[src/rtl/serial_fa_sequencer.sv]
// Bit-serial adder: one shared full-adder slice adds two WIDTH-bit operands LSB first,
// one bit per clock, with a start/busy/done handshake and a registered result.
module serial_fa_sequencer #(
    parameter int  WIDTH = 8,
    localparam int CNT_W = $clog2(WIDTH)
) (
    input  logic             clk,
    input  logic             rst,
    input  logic             start,
    input  logic [WIDTH-1:0] a,
    input  logic [WIDTH-1:0] b,
    input  logic             cin,
    output logic             busy,
    output logic             done,
    output logic [WIDTH-1:0] sum,
    output logic             cout
);

    typedef enum logic [1:0] {
        IDLE = 2'd0,
        RUN  = 2'd1,
        DONE = 2'd2
    } state_t;

    state_t           state_r;
    state_t           state_nxt_s;
    logic [WIDTH-1:0] a_sh_r;
    logic [WIDTH-1:0] b_sh_r;
    logic [WIDTH-1:0] psum_r;
    logic             carry_r;
    logic [CNT_W-1:0] cnt_r;
    logic             slice_sum_s;
    logic             slice_carry_s;
    logic             last_bit_s;

    // Half adder: {carry, sum}
    function automatic logic [1:0] half_add(input logic x, input logic y);
        return {x & y, x ^ y};
    endfunction

    // Full adder slice built from two half adders: {carry, sum}
    function automatic logic [1:0] full_add(input logic x, input logic y, input logic c);
        logic [1:0] ha1;
        logic [1:0] ha2;
        ha1 = half_add(x, y);
        ha2 = half_add(ha1[0], c);
        return {ha1[1] | ha2[1], ha2[0]};
    endfunction

    // Shared slice evaluation and last-bit detection
    always_comb begin
        {slice_carry_s, slice_sum_s} = full_add(a_sh_r[0], b_sh_r[0], carry_r);
        last_bit_s                   = (cnt_r == CNT_W'(WIDTH - 1));
    end

    // Next-state logic
    always_comb begin
        state_nxt_s = state_r;
        case (state_r)
            IDLE: begin
                if (start) begin
                    state_nxt_s = RUN;
                end else begin
                    state_nxt_s = IDLE;
                end
            end
            RUN: begin
                if (last_bit_s) begin
                    state_nxt_s = DONE;
                end else begin
                    state_nxt_s = RUN;
                end
            end
            DONE:    state_nxt_s = IDLE;
            default: state_nxt_s = IDLE;
        endcase
    end

    // State register; busy/done are registered from the next state so they align with it
    always_ff @(posedge clk) begin
        if (rst) begin
            state_r <= IDLE;
            busy    <= 1'b0;
            done    <= 1'b0;
        end else begin
            state_r <= state_nxt_s;
            busy    <= (state_nxt_s != IDLE);
            done    <= (state_nxt_s == DONE);
        end
    end

    // Operand shifters, carry FF, bit counter and result registers
    always_ff @(posedge clk) begin
        if (rst) begin
            a_sh_r  <= '0;
            b_sh_r  <= '0;
            psum_r  <= '0;
            carry_r <= 1'b0;
            cnt_r   <= '0;
            sum     <= '0;
            cout    <= 1'b0;
        end else begin
            case (state_r)
                IDLE: begin
                    if (start) begin
                        a_sh_r  <= a;
                        b_sh_r  <= b;
                        carry_r <= cin;
                        cnt_r   <= '0;
                        psum_r  <= '0;
                    end else begin
                        cnt_r   <= cnt_r;
                    end
                end
                RUN: begin
                    carry_r <= slice_carry_s;
                    psum_r  <= {slice_sum_s, psum_r[WIDTH-1:1]};
                    a_sh_r  <= {1'b0, a_sh_r[WIDTH-1:1]};
                    b_sh_r  <= {1'b0, b_sh_r[WIDTH-1:1]};
                    cnt_r   <= cnt_r + CNT_W'(1);
                    // Result registers only move on the edge that enters DONE
                    if (last_bit_s) begin
                        sum  <= {slice_sum_s, psum_r[WIDTH-1:1]};
                        cout <= slice_carry_s;
                    end else begin
                        cout <= cout;
                    end
                end
                default: begin
                    cnt_r <= cnt_r;
                end
            endcase
        end
    end

endmodule

[config.mk]
export PLATFORM = sky130hd
export DESIGN_NAME = serial_fa_sequencer
export DESIGN_NICKNAME = d
export VERILOG_FILES = /design/src/rtl/serial_fa_sequencer.sv
export SDC_FILE = /design/constraint.sdc
export NUM_CORES = 1
export LEC_CHECK = 0
export BUFFER_PORTS_ARGS = -buffer_cell sky130_fd_sc_hd__buf_2
export CAP_MARGIN = 0
export CELL_PAD_IN_SITES_DETAIL_PLACEMENT = 1
export CELL_PAD_IN_SITES_GLOBAL_PLACEMENT = 1
export CORE_UTILIZATION = 43
export DETAILED_ROUTE_END_ITERATION = 8
export GPL_TIMING_DRIVEN = 0
export PLACE_DENSITY = 0.8
export SYNTH_ARGS = -nofsm -noshare
export SYNTH_HDL_FRONTEND = slang
export SYNTH_SLANG_ARGS = --single-unit
[constraint.sdc]
create_clock -name clk -period 2.91 [get_ports clk]
set_input_delay 0.582 -clock clk [delete_from_list [all_inputs] [get_ports clk]]
set_output_delay 0.582 -clock clk [all_outputs]
set_load 0.02 [all_outputs]
==> impl_metrics.env, run 1 <==
export IMPL_drc_errors=0
export IMPL_critical_path_class="reg2out"
export IMPL_grt_pass1_vias=1402
export IMPL_report_final_slew_viol_count=0
export IMPL_cpMaxStageDelayCell="dfxtp_1"
export IMPL_synthFlopType="dfxtp_1"
export IMPL_dr_total_vias=1311
export IMPL_crit_chain="buf_2"
export IMPL_synthesis_area_mm2=0.00158
export IMPL_wl_um=3600
export IMPL_design_power_total_mw=1.07
export IMPL_ir_drop_mv=0.332
export IMPL_max_freq_mhz=710
export IMPL_utilization_pct=54.4
export IMPL_fin_tns_setup_ns=0
export IMPL_design_area_mm2=0.00187
export IMPL_grt_pass1_wl_um=6290
export IMPL_hp_class="reg2reg"
export IMPL_cp_num_buf_inv=1
export IMPL_core_area_mm2=0.00344
export IMPL_grt_overflow_total=0
export IMPL_cp_end_kind="primary output"
export IMPL_critPathArrivalTime_ns=0.83
export IMPL_cts_root_buf="clkbuf_8"
export IMPL_dieArea_mm2=0.00392
export IMPL_placed_cell_area_mm2=0.00178
export IMPL_leakagePower_nw=0.792
export IMPL_slew_limit_headroom_pct=62.6
export IMPL_clock_sinks=40
export IMPL_finalWeightedCongestion=0.760
export IMPL_synth_top_cell_by_area="dfxtp_1"
export IMPL_ys_seq_area_share_pct=50.6
export IMPL_ioPinCount=31
export IMPL_maxCapViolCount=0
export IMPL_antenna_found_initial=0
export IMPL_fin_crit_sh_pct=48.4
export IMPL_netlist_top_cells_area="dfxtp_1 (51%), mux2i_1 (11%), a211oi_1 (7.1%)"
export IMPL_required_ns=2.33
export IMPL_cts_repair_resized=0
export IMPL_insertion_delay_ns=0.30
export IMPL_rows=21
export IMPL_setup_viol=0
export IMPL_multi_input_area_um2=693
export IMPL_status="completed"
export IMPL_syn_area_per_cell_um2=9.58
export IMPL_async_reset_ff_share_pct=0
export IMPL_first_pass_iters=6
export IMPL_finalHoldViolCount=0
export IMPL_n_antenna_cell=0
export IMPL_layout_min_cycle_time_ns=1.41
export IMPL_final_cell_mix="dfxtp_1 (40), buf_2 (35), nor2_1 (30)"
export IMPL_cp_max_fo=2
export IMPL_cts_tree="done"
export IMPL_synth_edf_count=0
export IMPL_final_common_cell="dfxtp_1"
export IMPL_grt_max_degree=14
export IMPL_hold_worst_slack_ns=0.457
export IMPL_yosys_cell_types_count=22
export IMPL_die_h_um=62.6
export IMPL_portBuffers=29
export IMPL_synth_seq_cells=40
export IMPL_r2r_slack_ns=1.51
export IMPL_ys_warnings_count=0
export IMPL_cts_hold_buffers_added=0
export IMPL_track_usage_pct=20.9
export IMPL_cts_made_buffers=5
export IMPL_power_density_mw_per_mm2=573
export IMPL_drtIter0Drc=61
export IMPL_start_kind="flop"
export IMPL_nets=224
export IMPL_drtAntennaViolNets=0
export IMPL_seqCellArea_um2=801
export IMPL_clock_skew_ns=0.00778
export IMPL_yosys_area_top_type_share_pct=50.6
export IMPL_post_drt_wl_per_cell_um=14.5
export IMPL_syn2layout_area_growth_pct=18.4
export IMPL_nFillCells=429
export IMPL_vias_per_cell=5.29
export IMPL_initial_core_util_pct=45.9
export IMPL_drive_gt1_share_pct=23.3
export IMPL_synth_cells=165
export IMPL_die_x_um=62.6
export IMPL_syn_nets=188
export IMPL_place_hpwl_um=2510
export IMPL_path_delay_family="flip-flops"
export IMPL_htreeDepth=2
export IMPL_rsz0062_at_grt="no"
export IMPL_clkTransAtPathRegs_ns=0.08
export IMPL_critPathMaxStageDelay_ns=0.35
export IMPL_tightest_slew_ns=0.560
export IMPL_clk_path_buf_depth=2
export IMPL_cts_setup_buffers=0
## power by group
part	internal (mW)	total [mW]	leakage, nW	switching [mW]
Combinational	0.0527	0.114	0.417	0.0615
Sequential	0.572	0.587	0.327	0.0152
Clock	0.167	0.371	0.0479	0.204
Total	0.792	1.07	0.792	0.281
## layout make-up
type                            count  area share (%)
Tap cell                           46            3.07
Buffer                             13            4.48
Multi-Input combinational cell    111            37.0
Inverter                            1           0.201
Clock buffer                        5            3.68
Sequential cell                    40            42.8
Clock inverter                      3            1.00
Timing Repair Buffer               29            7.75
## logic make-up after synthesis
family,share of synthesized area (%)
AO/OA/AOI/OAI,16.3
flip-flops,50.6
multiplexers,10.8
adder cells (fa/ha/maj),2.85
buffers and inverters,5.54
AND/OR/NAND/NOR,13.9
## metal layers
layer	vias up	routed length, µm	global-route usage, %
li1	644	-	-
met1	631	1590	23.1
met2	28	1800	36.5
met3	8	147	4.93
met4	0	65	11.3
met5	-	0	0
## cells in the mapped netlist, types with 2 or more instances
| library cell | n |
|---|---|
| nand2_1 | 18 |
| a211oi_1 | 15 |
| dfxtp_1 | 40 |
| mux2i_1 | 17 |
| buf_2 | 6 |
| nor2_1 | 30 |
| a21oi_1 | 9 |
| a22oi_1 | 11 |
| clkbuf_1 | 4 |
| ha_1 | 2 |
| nor3_1 | 2 |
## registers in the layout (all words and copies together), names as in the netlist
signal,cells
a_sh_r,8
b_sh_r,8
sum,8
psum_r,7
cnt_r,3
state_r,2
busy,1
carry_r,1
cout,1
done,1
## worst register-to-register path, stage by stage, from the launching register on
cell	delay [ns]
dfxtp_1	0.33
ha_1	0.21
ha_1	0.22
nand3b_1	0.13
buf_2	0.23
nand2_1	0.08
a21oi_1	0.13
## worst paths after layout
path / to / from / depth (start not counted)
setup / recovery: cout / cout / 1
hold / removal: sum[3] / sum[3] / 2
setup reg to reg: sum[6] / cnt_r[0] / 6
hold reg to reg: sum[3] / sum[3] / 2
## stage by stage
step | instances | worst slack (ns)
floorplan | 165 | 1.67
CTS | 248 | 1.49
detailed placement | 240 | 1.33
finish | 248 | 1.50
global route | 248 | 1.39
global placement | 240 | 1.41
Note: power is estimated with default switching activity, not from simulation.
==> run 2: changes to the inputs <==
Settings changed: CORE_UTILIZATION 43 to 36, PLACE_DENSITY 0.8 to 0.72.
Clock period 2.91 ns to 1.2 ns, I/O delays scaled along.
==> run 2 against run 1 <==
  * The flow now finishes with violations (setup timing)
  * Cell area is 12% higher
  * Non-clock buffer count increased by 3
  * Power increased to 2.5 times the previous value
  * Clock skew decreased by 0.00065 ns
  * Global-route usage down 1.6 points
  * First-iteration DRC count decreased by 31%
  * Setup slack worse by 1.6 ns
  * Die area is 19% higher
  * Via count is 1.8% higher
  * Register-to-register slack lost 1.6 ns
  * Core utilization decreased by 3.5 points
  * Worst hold slack got worse by 0.28 ns
  * Critical endpoint is now sum[1]
==> impl_metrics.env, run 2 (synthesized netlist as in run 1, its figures left out) <==
export IMPL_status="finished with violations"
export IMPL_failed_checks="setup timing"
export IMPL_maxCapViolCount=0
export IMPL_nFillCells=490
export IMPL_cp_end_kind="flop"
export IMPL_cpMaxStageDelayCell="dfxtp_2"
export IMPL_final_common_cell="dfxtp_1"
export IMPL_max_freq_mhz=781
export IMPL_n_antenna_cell=0
export IMPL_clk_path_buf_depth=2
export IMPL_power_density_mw_per_mm2=1290
export IMPL_die_h_um=68.3
export IMPL_first_pass_iters=2
export IMPL_drtAntennaViolNets=0
export IMPL_die_x_um=68.3
export IMPL_crit_chain="ha_4 > ha_4 > and3b_2 > buf_6 > nand2_2 > a21oi_2"
export IMPL_ioPinCount=31
export IMPL_drc_errors=0
export IMPL_core_area_mm2=0.00412
export IMPL_insertion_delay_ns=0.30
export IMPL_tightest_slew_ns=0.611
export IMPL_fin_crit_sh_pct=107
export IMPL_nets=227
export IMPL_ir_drop_mv=0.529
export IMPL_cp_max_fo=5
export IMPL_dieArea_mm2=0.00466
export IMPL_drtIter0Drc=42
export IMPL_cp_num_buf_inv=1
export IMPL_clock_sinks=40
export IMPL_critPathArrivalTime_ns=1.45
export IMPL_seqCellArea_um2=812
export IMPL_report_final_slew_viol_count=0
export IMPL_finalHoldViolCount=0
export IMPL_clkTransAtPathRegs_ns=0.08
export IMPL_finalWeightedCongestion=0.695
export IMPL_path_delay_family="flip-flops"
export IMPL_htreeDepth=2
export IMPL_fin_tns_setup_ns=-0.623
export IMPL_required_ns=1.37
export IMPL_hp_class="in2reg"
export IMPL_rows=23
export IMPL_track_usage_pct=19.3
export IMPL_cts_made_buffers=5
export IMPL_cp_common_cell="ha_4"
export IMPL_design_power_total_mw=2.71
export IMPL_grt_overflow_total=0
export IMPL_cts_root_buf="clkbuf_8"
export IMPL_start_kind="flop"
export IMPL_post_drt_wl_per_cell_um=15.7
export IMPL_setup_viol=10
export IMPL_final_cell_mix="dfxtp_1 (33), buf_2 (31), nor2_1 (30)"
export IMPL_setup_slack_ns=-0.0806
export IMPL_layout_min_cycle_time_ns=1.28
export IMPL_vias_per_cell=5.24
export IMPL_initial_core_util_pct=38.4
export IMPL_grt_pass1_vias=1311
export IMPL_multi_input_area_um2=827
export IMPL_wl_um=4010
export IMPL_grt_max_degree=12
export IMPL_clock_skew_ns=0.00713
export IMPL_slew_limit_headroom_pct=59.2
export IMPL_portBuffers=29
export IMPL_grt_pass1_wl_um=6310
export IMPL_place_hpwl_um=2670
export IMPL_leakagePower_nw=0.867
export IMPL_critical_path_class="reg2reg"
export IMPL_critPathMaxStageDelay_ns=0.34
export IMPL_cts_tree="done"
export IMPL_largestRegisters="a_sh_r: 8 flops, b_sh_r: 8 flops, sum: 8 flops"
export IMPL_drive_gt1_share_pct=41.5
export IMPL_antenna_found_initial=0
export IMPL_syn2layout_area_growth_pct=32.3
export IMPL_dr_total_vias=1335
export IMPL_rsz0062_at_grt="yes"
export IMPL_utilization_pct=50.8
[run 2: worst paths after layout]
kind	cells after the start	slack, ns	to	from
setup / recovery	6	-0.08	sum[1]	cnt_r[1]
hold / removal	3	0.18	a_sh_r[7]	a[7]
setup reg to reg	6	-0.08	sum[1]	cnt_r[1]
hold reg to reg	2	0.46	sum[4]	sum[4]
[run 2: routing by layer]
| metal | wire, µm | share of wire [%] | global-route usage, % | vias to the layer above |
|---|---|---|---|---|
| met5 | 0 | 0 | 0 | - |
| met4 | 72 | 1.8 | 9.11 | 0 |
| met3 | 151 | 3.8 | 5.83 | 7 |
| met2 | 2090 | 52 | 33.3 | 22 |
| met1 | 1700 | 42 | 21.3 | 651 |
| li1 | - | - | - | 655 |
[run 2: layout make-up]
| class | instances | share of cell area [%] |
|---|---|---|
| plain buffers | 13 | 5.38 |
| clock buffers | 8 | 4.31 |
| multi-input cells | 111 | 39.5 |
| repair buffers | 32 | 8.79 |
| flip-flops and latches | 40 | 38.8 |
| well taps | 50 | 2.99 |
| inverters | 1 | 0.179 |
[run 2: power by group]
part | total [mW] | internal, mW | switching [mW] | leakage, nW
Clock | 0.949 | 0.469 | 0.479 | 0.0455
Combinational | 0.330 | 0.158 | 0.172 | 0.491
Sequential | 1.43 | 1.39 | 0.0427 | 0.330
[run 2: timing repair]
action	CTS	global route
hold endpoints to repair	0	0
pin swaps	6	4
resized for setup	30	20
hold buffers	0	0
cloned	1	0
setup buffers	2	0
setup endpoints to repair	26	30
[run 2: metrics by stage]
stage	hold slack [ns]	instances	setup slack, ns	area, µm²
after floorplan	0.388	165	0.00321	1590
after global placement	0.439	244	-0.0875	1800
after detailed placement	0.445	244	-0.177	1800
after CTS	0.185	255	-0.0754	2020
after global routing	0.203	255	-0.118	2090
final	0.181	255	-0.0806	2090
[run 2: worst min-delay path, stage by stage]
cell,delay [ns]
buf_2,0.08
a22oi_2,0.04
nor2_1,0.08
==> run 3: changes to the inputs <==
Settings changed: CELL_PAD_IN_SITES_GLOBAL_PLACEMENT 1 to 2, CORE_ASPECT_RATIO set to 0.7, CORE_UTILIZATION 36 to 29, HOLD_SLACK_MARGIN set to 0.03, PLACE_DENSITY 0.72 to 0.71.
==> run 3 against run 2 <==
  * The run still ends with setup timing left
  * Count of clock-buffer cells in the layout did not move
  * Sequential power barely moved
  * Critical path depth did not move
  * Routed wire length fell by 5.7%
  * First-iteration DRC count fell by 19%
  * Non-clock buffer count rose by 1
  * Register-to-register slack barely moved
  * Fmax rose by 1.1%
  * Via count fell by 2.4%
  * Cell area rose by 1.4%
  * Largest cell class unchanged
  * Largest power group unchanged
==> impl_metrics.env, run 3 (synthesized netlist as in run 1, its figures left out) <==
export IMPL_failed_checks="setup timing"
export IMPL_ioPinCount=31
export IMPL_place_ws_ns=-0.164
export IMPL_fin_crit_sh_pct=106
export IMPL_portBuffers=29
export IMPL_r2r_end="sum[4]"
export IMPL_status="finished with violations"
export IMPL_finalHoldViolCount=0
export IMPL_drtAntennaViolNets=0
export IMPL_antenna_found_initial=0
export IMPL_grt_max_degree=12
export IMPL_insertion_delay_ns=0.29
export IMPL_core_area_mm2=0.00526
export IMPL_dr_total_vias=1303
export IMPL_report_final_slew_viol_count=0
export IMPL_track_usage_pct=14.4
export IMPL_layout_min_cycle_time_ns=1.27
export IMPL_r2r_slack_ns=-0.07
export IMPL_cp_max_fo=5
export IMPL_required_ns=1.35
export IMPL_clk_path_buf_depth=2
export IMPL_cts_made_buffers=5
export IMPL_ff2ff_path_depth=6
export IMPL_leakagePower_nw=0.875
export IMPL_drc_errors=0
export IMPL_clock_skew_ns=0.00851
export IMPL_ir_drop_mv=0.424
export IMPL_setup_viol=9
export IMPL_cts_hold_buffers_added=0
export IMPL_r2r_start="cnt_r[1]"
export IMPL_grt_pass1_wl_um=6380
export IMPL_cts_tree="done"
export IMPL_syn2layout_area_growth_pct=34.1
export IMPL_first_pass_iters=4
export IMPL_die_h_um=63.8
export IMPL_nets=228
export IMPL_setup_slack_ns=-0.0662
export IMPL_grt_overflow_total=0
export IMPL_cts_root_buf="clkbuf_8"
export IMPL_cp_end_kind="flop"
export IMPL_tightest_slew_ns=0.623
export IMPL_maxCapViolCount=0
export IMPL_htreeDepth=2
export IMPL_dp_cells=266
export IMPL_critPathArrivalTime_ns=1.42
export IMPL_clkTransAtPathRegs_ns=0.07
export IMPL_largestRegisters="a_sh_r: 8 flops, b_sh_r: 8 flops, sum: 8 flops"
export IMPL_grt_pass1_vias=1339
export IMPL_instances_no_fill=278
export IMPL_vias_per_cell=4.69
export IMPL_final_common_cell="dfxtp_1"
export IMPL_slew_limit_headroom_pct=58.5
export IMPL_power_density_mw_per_mm2=1260
export IMPL_wl_um=3780
export IMPL_critical_path_class="reg2reg"
export IMPL_final_cell_mix="dfxtp_1 (34), buf_2 (31), nor2_1 (30)"
export IMPL_drtIter0Drc=34
export IMPL_initial_core_util_pct=30.1
export IMPL_n_antenna_cell=0
export IMPL_dieArea_mm2=0.00576
export IMPL_min_to="b_sh_r[7]"
export IMPL_hold_start="b[7]"
export IMPL_max_freq_mhz=790
export IMPL_die_x_um=90.3
export IMPL_hp_class="in2reg"
export IMPL_rows=22
export IMPL_post_drt_wl_per_cell_um=13.6
export IMPL_place_hpwl_um=2610
export IMPL_hold_path_cell_count=3
export IMPL_drive_gt1_share_pct=39.8
export IMPL_start_kind="flop"
export IMPL_clock_sinks=40
export IMPL_rsz0062_at_grt="yes"
export IMPL_finalWeightedCongestion=0.749
[run 3: power by group]
| group | switching, mW | total [mW] | internal [mW] |
|---|---|---|---|
| Sequential | 0.0392 | 1.43 | 1.39 |
| Clock | 0.449 | 0.919 | 0.469 |
| Combinational | 0.169 | 0.334 | 0.164 |
| Total | 0.658 | 2.68 | 2.02 |
[run 3: worst max-delay path by stage]
stage	startpoint	to	cells after the start
finish	cnt_r[1]	sum[4]	6
global route	cnt_r[1]	cout	6
floorplan	cnt_r[0]	sum[7]	6
CTS	cnt_r[1]	sum[4]	6
detailed placement	cnt_r[0]	sum[4]	6
global placement	cnt_r[0]	cout	6
[run 3: worst max-delay path, cell delays in order (launching register included)]
cell and delay [ns]:
dfxtp_2 0.34, ha_4 0.16, ha_4 0.15, and3b_2 0.23
buf_6 0.14, nand2_2 0.05, a21oi_2 0.05
[run 3: through the flow]
step           setup TNS, ns  power [mW]  hold WS (ns)  utilization, %  instance area (µm²)
6_report              -0.526        2.68         0.193            40.3                 2120
3_5_place_dp           -1.76        1.74         0.445            34.7                 1830
4_1_cts               -0.526        2.67         0.186            38.3                 2010
2_1_floorplan              0        1.64         0.388               -                 1590
3_3_place_gp          -0.843        1.72         0.440            34.7                 1830
5_1_grt               -0.900        2.82         0.191            40.3                 2120
[run 3: cell type report]
| class | instances | area (µm²) |
|---|---|---|
| buffer | 13 | 116 |
| fill | 594 | 3140 |
| sequential | 40 | 808 |
| timing repair buffer | 33 | 191 |
| inverter | 1 | 3.75 |
| clock buffer | 8 | 90.1 |
| tap | 72 | 90.1 |
| multi-input combinational | 111 | 821 |
[run 3: per-layer routing]
layer / routed length (µm) / GRT usage [%] / part of all wire [%]
met1: 1970 / 19.7 / 52
met2: 1620 / 21.6 / 43
met3: 140 / 3.69 / 3.7
met4: 58 / 6.05 / 1.5
met5: 0 / 0 / 0
[run 3: what timing repair did]
item,4_1_cts,5_1_grt
pin swaps,13,4
endpoints found under the hold margin,0,0
gates cloned,1,0
buffers inserted,1,2
endpoints found under the setup margin,26,29
gates resized for setup,26,21
